===== config.mk =====
export PLATFORM = sky130hd
export DESIGN_NAME = inst_fetch_responder
export DESIGN_NICKNAME = d
export VERILOG_FILES = /design/src/rtl/inst_fetch_responder.sv
export SDC_FILE = /design/constraint.sdc
export NUM_CORES = 1
export LEC_CHECK = 0
export BUFFER_PORTS_ARGS = -buffer_cell sky130_fd_sc_hd__buf_2
export CAP_MARGIN = 20
export CORE_MARGIN = 2
export CORE_UTILIZATION = 55
export DETAILED_ROUTE_END_ITERATION = 6
export MAX_ROUTING_LAYER = met4
export PLACE_DENSITY = 0.9
export SYNTH_ARGS = -nofsm -noshare
export SYNTH_HDL_FRONTEND = slang
export SYNTH_SLANG_ARGS = --single-unit

===== constraint.sdc =====
create_clock -name clk -period 8.8 [get_ports clk]
set_input_delay 1.76 -clock clk [delete_from_list [all_inputs] [get_ports clk]]
set_output_delay 1.76 -clock clk [all_outputs]
set_load 0.02 [all_outputs]

===== src/rtl/inst_fetch_responder.sv =====
// inst_fetch_responder
//   Memory-side responder for instruction fetch. Fetch addresses from the PC
//   unit are queued in a small circular FIFO. Each one is then read from a
//   single-port synchronous SRAM after optional wait states. The word is
//   returned on the dataOk_o strobe together with its address. A jump flush
//   drops all queued and in-flight work.
//
//   Optional feature: define FETCH_MISALIGN_CHECK_EN to report fetches with
//   addr[1:0] != 0 as errors. Such fetches skip the SRAM access entirely.
//   Without the macro the low bits are ignored and err_o is always 0.
//
// Parameters
//   DEPTH        queue entries (power of two, >= 2)
//   WAIT_CYCLES  wait states before each SRAM read (0..15)
// Ports
//   clk          rising-edge clock
//   reset_n      asynchronous active-low reset
//   request_i    fetch request strobe; addr_i sampled when request_i && ready_o
//   addr_i       fetch byte address
//   ready_o      queue can accept (combinational: ~full && ~flush_i)
//   flush_i      jump flush
//   mem_en_o     SRAM read enable (one cycle per fetch)
//   mem_addr_o   SRAM word-aligned byte address
//   mem_rdata_i  SRAM read data, valid the cycle after mem_en_o
//   dataOk_o     response strobe
//   rdata_o      returned instruction word
//   raddr_o      address of the returned word
//   err_o        misaligned-fetch error, qualified by dataOk_o
module inst_fetch_responder #(
  parameter int DEPTH       = 4,
  parameter int WAIT_CYCLES = 0
) (
  input  logic        clk,
  input  logic        reset_n,
  input  logic        request_i,
  input  logic [31:0] addr_i,
  output logic        ready_o,
  input  logic        flush_i,
  output logic        mem_en_o,
  output logic [31:0] mem_addr_o,
  input  logic [31:0] mem_rdata_i,
  output logic        dataOk_o,
  output logic [31:0] rdata_o,
  output logic [31:0] raddr_o,
  output logic        err_o
);

  localparam int AW = $clog2(DEPTH);
  localparam int PW = AW + 1;
  // The counter is loaded on entry to WAIT and then counts down to 0, giving
  // exactly WAIT_CYCLES cycles in WAIT.
  localparam logic [3:0] WAIT_LOAD = 4'((WAIT_CYCLES > 0) ? (WAIT_CYCLES - 1) : 0);

  typedef enum logic [1:0] {S_IDLE, S_WAIT, S_READ, S_RESP} state_t;

  state_t        state_reg;
  logic [3:0]    wait_cnt_reg;
  logic [31:0]   cur_addr_reg;
  logic          misalign_reg;
  logic          mem_en_reg;
  logic [31:0]   mem_addr_reg;
  logic          data_ok_reg;
  logic [31:0]   rdata_reg;
  logic [31:0]   raddr_reg;
  logic          err_reg;

  logic [PW-1:0] wr_ptr_reg;
  logic [PW-1:0] rd_ptr_reg;
  logic [31:0]   fifo_mem [DEPTH];

  logic          full;
  logic          empty;
  logic          push;
  logic          pop;
  logic [31:0]   head;
  logic          head_misaligned;

  // Pointers carry one extra wrap bit, so full and empty can be told apart
  // without a separate count.
  assign empty   = (wr_ptr_reg == rd_ptr_reg);
  assign full    = (wr_ptr_reg[AW] != rd_ptr_reg[AW]) &&
                   (wr_ptr_reg[AW-1:0] == rd_ptr_reg[AW-1:0]);
  assign ready_o = ~full & ~flush_i;
  assign push    = request_i & ready_o;
  assign pop     = (state_reg == S_IDLE) & ~empty & ~flush_i;
  assign head    = fifo_mem[rd_ptr_reg[AW-1:0]];

`ifdef FETCH_MISALIGN_CHECK_EN
  assign head_misaligned = (head[1:0] != 2'b00);
`else
  assign head_misaligned = 1'b0;
`endif

  assign mem_en_o   = mem_en_reg;
  assign mem_addr_o = mem_addr_reg;
  assign dataOk_o   = data_ok_reg;
  assign rdata_o    = rdata_reg;
  assign raddr_o    = raddr_reg;
  assign err_o      = err_reg;

  // Queue storage has no reset, so it can map onto RAM; validity is tracked
  // by the pointers alone.
  always_ff @(posedge clk) begin
    if (push) begin
      fifo_mem[wr_ptr_reg[AW-1:0]] <= addr_i;
    end
  end

  always_ff @(posedge clk or negedge reset_n) begin
    if (!reset_n) begin
      wr_ptr_reg <= '0;
      rd_ptr_reg <= '0;
    end else if (flush_i) begin
      wr_ptr_reg <= '0;
      rd_ptr_reg <= '0;
    end else begin
      if (push) wr_ptr_reg <= wr_ptr_reg + PW'(1);
      if (pop)  rd_ptr_reg <= rd_ptr_reg + PW'(1);
    end
  end

  always_ff @(posedge clk or negedge reset_n) begin
    if (!reset_n) begin
      state_reg    <= S_IDLE;
      wait_cnt_reg <= '0;
      cur_addr_reg <= '0;
      misalign_reg <= 1'b0;
      mem_en_reg   <= 1'b0;
      mem_addr_reg <= '0;
      data_ok_reg  <= 1'b0;
      rdata_reg    <= '0;
      raddr_reg    <= '0;
      err_reg      <= 1'b0;
    end else if (flush_i) begin
      // A response that would have been registered at this edge is dropped.
      state_reg    <= S_IDLE;
      wait_cnt_reg <= '0;
      mem_en_reg   <= 1'b0;
      data_ok_reg  <= 1'b0;
    end else begin
      mem_en_reg  <= 1'b0;
      data_ok_reg <= 1'b0;
      case (state_reg)
        S_IDLE: begin
          if (pop) begin
            cur_addr_reg <= head;
            misalign_reg <= head_misaligned;
            if (head_misaligned) begin
              state_reg <= S_RESP;
            end else if (WAIT_CYCLES > 0) begin
              state_reg    <= S_WAIT;
              wait_cnt_reg <= WAIT_LOAD;
            end else begin
              // mem_en_o is registered, so it is raised on entry to READ.
              state_reg    <= S_READ;
              mem_en_reg   <= 1'b1;
              mem_addr_reg <= {head[31:2], 2'b00};
            end
          end
        end
        S_WAIT: begin
          if (wait_cnt_reg == 4'd0) begin
            state_reg    <= S_READ;
            mem_en_reg   <= 1'b1;
            mem_addr_reg <= {cur_addr_reg[31:2], 2'b00};
          end else begin
            wait_cnt_reg <= wait_cnt_reg - 4'd1;
          end
        end
        S_READ: begin
          state_reg <= S_RESP;
        end
        S_RESP: begin
          rdata_reg   <= misalign_reg ? 32'h0 : mem_rdata_i;
          raddr_reg   <= cur_addr_reg;
          err_reg     <= misalign_reg;
          data_ok_reg <= 1'b1;
          state_reg   <= S_IDLE;
        end
        default: state_reg <= S_IDLE;
      endcase
    end
  end

endmodule


==> flow_metrics.tcl <==
set metrics [dict create \
    postRouteAntennaNets 0 \
    gp_congestion 0.804 \
    pin_count 168 \
    maxCapViolations 0 \
    cp-end-kind "primary output" \
    synthTopCellsByArea "edfxtp_1 (35%), dfrtp_1 (32%), nand2_1 (8.7%)" \
    fin_tns_setup_ns 0 \
    wl_um 23600 \
    clock_skew_ns 0.0144 \
    ir_drop_mv 0.199 \
    start_util_pct 56.1 \
    dp_hpwl_um 14400 \
    core_area_sq_um 19500 \
    cp.arrival_ns 2.54 \
    criticalPathCategory "input pin to primary output" \
    final_common_cell "nand2_1" \
    grt_antenna_before_repair 1 \
    switching_share_pct 33.7 \
    cp_common_cell "buf_2" \
    firstDrtPassIters 6 \
    placed_cells 1273 \
    rr_worst_depth 5 \
    worstHoldPathCells 2 \
    critPathLaunchType "input pin" \
    via_count 7203 \
    finalNetCount 1112 \
    hold_end "raddr_o[10]" \
    hold_viol 0 \
    syn_avg_cell_area_sq_um 12.3 \
    cts_setup_buffers 0 \
    overflow 0 \
    rsz0062_at_grt "false" \
    via_per_inst 5.44 \
    grt_pass1_wl_um 37200 \
    clk_path_buf_depth 3 \
    reg2reg_slack_ns 5.46 \
    crit_slowest_cell "a31oi_1" \
    grt_max_degree 98 \
    yosysTopAreaCellShare_pct 35.2 \
    die_h_um 145 \
    fin_crit_sh_pct 48.8 \
    layout_common_cells "nand2_1 (252), buf_2 (163), dfrtp_1 (138)" \
    yosysSeqAreaShare_pct 67.3 \
    setup_viol 0 \
    power_switching_mw 1.44 \
    num_rows 51 \
    die_x_um 145 \
    hold_start "raddr_o[10]" \
    numCtsBuffers 27 \
    fin_area_sq_um 13000 \
    grt.total_usage_pct 22.9 \
    h-tree-depth 1 \
    syn_to_final_growth_pct 18.7 \
    tritoncts "yes" \
    placed_area_sq_um 11900 \
    hold_buffers 0 \
    die_area_sq_um 21000 \
    cts-resized-gates 0 \
    cts_num_sinks 268 \
    max-slew-margin-rel_pct 31.0 \
    clkSlewWorstSetupHoldPaths_ns 0.06 \
    hold_slack_ns 0.466 \
    worst-path-max-fanout 17 \
    final_cells 1324 \
    first_global_vias 7163 \
    drc_errors 0 \
    syn-instance-count 891 \
    io_buffers 164 \
    drv_slew 0 \
    p_clk_share_pct 29.9 \
    power_frac_comb_pct 27.5 \
    worst_pin_slew_ns 1.03 \
    root_buffer "clkbuf_16" \
    ys_types 40 \
    ys_warn_count 0 \
    status "completed" \
    p_leak_nw 5.63 \
    worstPathRequired_ns 7.04 \
    power.density_nw_per_um2 330 \
    largest_register_ff_count 128 \
    synth_area_sq_um 10900 \
    fmax_mhz 233 \
    slowest_delay_ns 0.32 \
    p_total_mw 4.28 \
    insertion_delay_ns 0.53 \
    wire_per_inst_um 17.8 \
    synth_top_area_cell "edfxtp_1" \
    drt_iter0_drc 582 \
    r2r_end "cur_addr_reg[0]" \
    power_frac_seq_pct 42.6 \
    timing.final.crit_period_ns 4.30 \
    critical_path.cell_chain "buf_2 > a31oi_1 > buf_2" \
    hp-class "register to register" \
    ys_ff_latch 268 \
    r2r_start "rd_ptr_reg[1]" \
    layout-drive-gt1-share_pct 25.7 \
    p_int_mw 2.84 \
]
==> cells by family (layout without fill, tap and decap cells) <==
kind of cell / after synthesis / count (layout) / share of synthesized area (%)
DFF: 268 / 268 / 67.3
and+or+nand+nor: 309 / 309 / 11.4
adders and majority gates: 7 / 7 / 0.802
AOI/OAI and AO/OA: 103 / 103 / 6.27
other: 1 / 4 / 0.0343
xor gates and xnor gates: 11 / 11 / 1.09
muxes: 96 / 96 / 9.39
buffers and inverters: 96 / 261 / 3.72
==> how the worst max path moves through the flow <==
stage | slack, ns | startpoint | end
CTS | 4.53 | flush_i | ready_o
detailed placement | 4.53 | flush_i | ready_o
finish | 4.50 | flush_i | ready_o
floorplan | 4.13 | flush_i | fifo_mem[3][0]
global placement | 4.59 | flush_i | ready_o
global route | 4.44 | rd_ptr_reg[0] | ready_o
==> Yosys cell counts, drive strengths merged <==
cell type  number
a21bo           1
o311a           1
inv            38
and3            3
mux2i          62
clkbuf         29
nor3            3
buf            29
a311oi          1
mux4            2
mux2           32
edfxtp        128
dfrtp         140
nor2            9
xnor2           6
and2            1
o21ai          62
o221ai         30
nand2b          2
nand2         252
nor4            1
ha              7
a21oi           3
a31oi           1
a211oi          1
a2111oi         1
or3             1
conb            1
nor2b           1
nand3          33
nand3b          2
xor2            5
or3b            1
o31ai           2
==> power by group through the flow <==
stage | combinational (mW) | sequential (mW) | clock [mW]
after CTS | 1.19 | 1.82 | 1.30
final | 1.18 | 1.83 | 1.28
after global routing | 1.29 | 1.86 | 1.35
after global placement | 1.14 | 1.83 | 0
after detailed placement | 1.18 | 1.85 | 0
after floorplan | 0.590 | 2.02 | 0
==> per-stage QoR <==
| stage | utilization [%] | worst slack [ns] |
|---|---|---|
| after detailed placement | 61.3 | 4.53 |
| after global placement | 61.2 | 4.59 |
| after floorplan | - | 4.13 |
| after CTS | 66.6 | 4.53 |
| after global routing | 66.6 | 4.44 |
| final | 66.6 | 4.50 |
==> cell type report <==
class / instances / area [sq um]
multi-input cells: 529 / 3200
inverters: 38 / 143
clock inverters: 16 / 250
clock buffers: 34 / 774
diodes: 1 / 2.50
repair buffers: 173 / 907
flip-flops and latches: 268 / 7350
fillers: 1356 / 6500
well taps: 265 / 332
==> metal layers <==
layer / wire, um / GRT usage (%) / up-vias
li1: - / - / 3381
met4: 338 / 5.64 / 0
met3: 1950 / 4.84 / 34
met5: 0 / - / -
met2: 11500 / 37.9 / 320
met1: 9790 / 29.1 / 3468
==> worst max-delay path, delay by kind of cell <==
kind | cells | cell delay (ns)
buffers and inverters | 2 | 0.45
AOI/OAI and AO/OA | 1 | 0.32
Note: power is estimated with default switching activity, not from simulation.
